### config.mk
export PLATFORM = sky130hd
export DESIGN_NAME = fft8_reorder_sched
export DESIGN_NICKNAME = d
export VERILOG_FILES = /design/src/rtl/fft8_reorder_sched.sv
export SDC_FILE = /design/constraint.sdc
export NUM_CORES = 1
export LEC_CHECK = 0
export BUFFER_PORTS_ARGS = -buffer_cell sky130_fd_sc_hd__buf_2
export CORE_ASPECT_RATIO = 0.7
export CORE_UTILIZATION = 55
export DETAILED_ROUTE_END_ITERATION = 16
export GPL_TIMING_DRIVEN = 0
export PLACE_DENSITY = 0.72
export SYNTH_ARGS = -nofsm -noshare
export SYNTH_HDL_FRONTEND = slang
export SYNTH_SLANG_ARGS = --single-unit
export TNS_END_PERCENT = 10
### constraint.sdc
create_clock -name clk -period 8.6 [get_ports clk]
set_clock_uncertainty 0.1 [all_clocks]
set_input_delay 0.43 -clock clk [delete_from_list [all_inputs] [get_ports clk]]
set_output_delay 0.43 -clock clk [all_outputs]
set_load 0.1 [all_outputs]
### src/rtl/fft8_reorder_sched.sv
// Ping-pong frame buffer: natural-order complex samples in, bit-reversed frames out to the FFT core.
// Latency: slot 0 is valid the cycle after the N-th sample of a frame is accepted.
// Backpressure: in_ready falls only when both banks hold undrained frames; outputs hold while out_ready=0.
module fft8_reorder_sched #(
    parameter int DATA_W = 16,
    parameter int LOG2N  = 3
) (
    input  logic              clk,
    input  logic              rst_n,
    input  logic              flush,
    input  logic              in_valid,
    output logic              in_ready,
    input  logic [DATA_W-1:0] in_real,
    input  logic [DATA_W-1:0] in_imag,
    output logic              out_valid,
    input  logic              out_ready,
    output logic [DATA_W-1:0] out_real,
    output logic [DATA_W-1:0] out_imag,
    output logic [LOG2N-1:0]  out_index,
    output logic              out_last,
    output logic [7:0]        frame_count
);
    localparam int N = 1 << LOG2N;
    localparam logic [LOG2N-1:0] LAST = LOG2N'(N - 1);

    logic [2*DATA_W-1:0] mem [2][N];
    logic                wr_bank;
    logic                rd_bank;
    logic [LOG2N-1:0]    wr_cnt;
    logic [LOG2N-1:0]    rd_cnt;
    logic [1:0]          full;
    logic                wr_en;
    logic                rd_en;
    logic [2*DATA_W-1:0] rd_word;

    function automatic logic [LOG2N-1:0] bitrev(input logic [LOG2N-1:0] a);
        logic [LOG2N-1:0] r;
        r = '0;
        for (int i = 0; i < LOG2N; i++) begin
            r[i] = a[LOG2N-1-i];
        end
        return r;
    endfunction

    assign in_ready  = !full[wr_bank];
    assign out_valid = full[rd_bank];
    assign wr_en     = in_valid && in_ready;
    assign rd_en     = out_valid && out_ready;

    // Data is gated with out_valid so idle/reset outputs read as zero rather than stale memory.
    assign rd_word   = mem[rd_bank][bitrev(rd_cnt)];
    assign out_real  = out_valid ? rd_word[2*DATA_W-1:DATA_W] : '0;
    assign out_imag  = out_valid ? rd_word[DATA_W-1:0] : '0;
    assign out_index = rd_cnt;
    assign out_last  = out_valid && (rd_cnt == LAST);

    always_ff @(posedge clk) begin
        if (wr_en && !flush) begin
            mem[wr_bank][wr_cnt] <= {in_real, in_imag};
        end
    end

    // A write can only complete into an empty bank and a read only drain a full one,
    // so same-cycle completions always touch different full[] bits.
    always_ff @(posedge clk or negedge rst_n) begin
        if (!rst_n) begin
            wr_bank     <= 1'b0;
            rd_bank     <= 1'b0;
            wr_cnt      <= '0;
            rd_cnt      <= '0;
            full        <= 2'b00;
            frame_count <= 8'd0;
        end else if (flush) begin
            wr_bank <= 1'b0;
            rd_bank <= 1'b0;
            wr_cnt  <= '0;
            rd_cnt  <= '0;
            full    <= 2'b00;
        end else begin
            if (wr_en) begin
                wr_cnt <= wr_cnt + 1'b1;
                if (wr_cnt == LAST) begin
                    full[wr_bank] <= 1'b1;
                    wr_bank       <= ~wr_bank;
                end
            end
            if (rd_en) begin
                rd_cnt <= rd_cnt + 1'b1;
                if (rd_cnt == LAST) begin
                    full[rd_bank] <= 1'b0;
                    rd_bank       <= ~rd_bank;
                    frame_count   <= frame_count + 8'd1;
                end
            end
        end
    end
endmodule

==> reports/metrics.cfg <==
[synth]
yosysSeqAreaShare_pct = 76.46
synth_edf_count = 512
ys_warn_count = 0
async_reset_ff_share_pct = 3.396
ys.flop_type = edfxtp_1
ys_ff_latch = 530
netlist_area_um2 = 20700
syn_avg_cell_area_um2 = 22.06
syn_inst = 938
synth_cell_type_count = 37
synth.net_count = 980

[worst_setup_path]
end_kind = output pin
path_class = reg -> out
cp_slowest_stage_delay_ns = 0.85
cp.required_ns = 8.07
crit_fanout = 10
cp_common_cell = buf_2
crit_path_top_delay_cell = buf_1
worstPathArrival_ns = 3.27
crit_chain = buf_2, buf_1, mux2i_1, o211ai_1, buf_2
cp-start-kind = register

[routing]
ant_nets = 0
vias = 10450
firstDrtPassIters = 14
avgRoutedWirePerCell_um = 27.99
drt_iter0_markers = 1373
drc = 1
avgViaCountPerCell = 6.360
routed_wl_um = 45990

[clocking]
postCtsSetupBuffers = 0
clk_pin_slew_worst_paths_ns = 0.06
htree_levels = 2
cts-root-buf = clkbuf_16
postCtsResizedCells = 0
clock_path_buffers = 3
worstSkewPairLatency_ns = 0.55
numCtsBuffers = 48
cts_tree = yes
cts_num_sinks = 530

[sta]
period_share_pct = 44.18
setup_viol = 0
tns_ns = 0
tightest_slew_ns = 1.089
fin_crit_ns = 3.800
slew_violations = 0
slew_headroom_pct = 27.37
rsz0062_at_grt = no
max_freq_ghz = 0.2632
fin_worst_hold_slack_ns = 0.09245
hold_viol_final = 0

[finish]
finalInstanceArea_um2 = 23980
area_growth_pct = 15.87
finalNetCount = 1160
fillCellCount = 2438
drive_above_1_share_pct = 32.41

[floorplanning]
initial_core_util_pct = 55.74
core_um2 = 37130
die_x_um = 233.9
rows = 59
die_area_um2 = 38420
io_pins = 83
fp.dieH_um = 164.3

[outcome]
violations = design-rule violations
status = complete, but fails checks

[global_routing]
antenna_found_initial = 2
grt_pass1_vias = 10565
grt_usage_pct = 25.08
grt_pass1_wl_um = 68290
grt_remaining_overflow = 0
grt_max_degree = 19

[power_and_ir_drop]
vdd.ir_drop.worst_mv = 0.1872
power_leakage_nw = 7.598
power_density_nw_per_um2 = 209.2

[worst_hold_path]
hold_path_class = in -> reg

[placed_design]
finalWeightedCongestion = 0.7673
hpwl_um = 30990
place_area_um2 = 22460
portBuffers = 80

[flow_run]
drv_cap = 0

[cells by family (layout without fill, tap and decap cells)]
| family | count (synthesis) | count (layout) | synth area share, % |
|---|---|---|---|
| other cells | 0 | 1 | 0 |
| xor+xnor | 7 | 7 | 0.2962 |
| mux | 164 | 164 | 15.68 |
| flops | 530 | 530 | 76.46 |
| compound gates | 51 | 51 | 1.644 |
| simple gates | 112 | 112 | 3.803 |
| fa+ha+maj | 5 | 5 | 0.3023 |
| buf+inv | 69 | 285 | 1.808 |
[power breakdown]
| group | internal, mW | switching (mW) |
|---|---|---|
| sequential | 2.84 | 0.00431 |
| clock | 1.19 | 0.894 |
| combinational | 0.0233 | 0.0618 |
[timing repair]
item	CTS	global route
hold buffers	1	0
endpoints found under the hold margin	18	0
endpoints found under the setup margin	0	0
[layer usage]
layer  up-vias  part of all wire, %  global-route usage (%)
met3        55                  9.4                   5.278
met4         2                  1.4                   5.579
met2       514                   46                   37.96
met5         -                0.017                       0
li1       4387                    -                       -
met1      5492                   43                   38.04
[critical path: cells and delay by family, from the launching register on]
kind                   cells  cell delay [ns]
AO/OA/AOI/OAI              1             0.35
buffers and inverters      3             1.65
flip-flops                 1             0.37
multiplexers               1             0.32
[registers in the layout, summed over array words and instances (netlist names)]
name and count:
out_index 3, frame_count 8, full 2, rd_bank 1, mem 512, wr_cnt 3
wr_bank 1
[Yosys cell counts (3+ instances only)]
library cell	n	share of area, %
a21oi_1	9	0.22
buf_2	23	0.56
buf_6	11	0.60
clkbuf_1	27	0.49
dfrtp_1	18	2.2
edfxtp_1	512	74
ha_1	5	0.30
inv_1	3	0.054
mux2i_1	34	1.6
mux4_2	128	14
nand2_1	7	0.13
nand2b_1	3	0.091
nand3_1	7	0.17
nand4_1	33	1.0
nand4b_1	33	1.4
nor3_1	7	0.17
nor3_2	6	0.29
nor4_1	4	0.12
o211ai_1	31	1.1
o21ai_0	8	0.19
xor2_1	7	0.30
[final timing paths]
kind	endpoint	cells past startpoint	from	slack (ns)
worst max-delay path	out_imag[3]	5	out_index[1]$_DFFE_PN0P_	4.80
worst min-delay path	wr_cnt[2]$_DFFE_PN0P_	3	in_valid	0.09
worst max register to register	mem[0][66]$_DFFE_PP_	6	wr_cnt[0]$_DFFE_PN0P_	4.96
worst min register to register	frame_count[7]$_DFFE_PN0P_	1	frame_count[7]$_DFFE_PN0P_	0.36
max in group asynchronous	wr_cnt[0]$_DFFE_PN0P_	2	rst_n	7.82
min in group asynchronous	frame_count[3]$_DFFE_PN0P_	2	rst_n	0.27
[layout by cell type, fill, tap and decap left out, types with 9 or more instances in the layout]
master     Yosys  routed
a21oi_1        9       9
nand4b_1      33      33
mux4_2       128     128
clkbuf_1      27      37
buf_6         11      33
clkinv_2       0       9
buf_4          1      14
mux2i_1       34      34
edfxtp_1     512     512
nand4_1       33      33
o211ai_1      31      31
clkinv_1       1      14
dfrtp_1       18      18
clkbuf_16      0      49
buf_2         23     103
[area by class of cell]
cell class                 instances  area (um2)  area share (%)
sequential                       530       15830           65.99
inverter                           5       18.77         0.07826
tap                              488       610.6           2.546
multi-input combinational        339        4594           19.16
clock inverter                    27       244.0           1.017
clock buffer                      59        1264           5.270
buffer                            64       355.3           1.482
antenna                            1       2.502         0.01044
timing repair buffer             130        1066           4.445
[stage by stage]
| stage | power, mW | utilization, % | std cells | worst slack, ns |
|---|---|---|---|---|
| after floorplan | 2.930 | - | 938 | 3.121 |
| after global placement | 2.976 | 58.46 | 1506 | 0.8248 |
| after detailed placement | 2.988 | 60.49 | 1555 | 4.996 |
| after CTS | 5.047 | 64.58 | 1642 | 4.774 |
| after global routing | 5.150 | 64.58 | 1643 | 4.717 |
| final | 5.017 | 64.58 | 1643 | 4.800 |
Power figures use the tool's default switching activity.
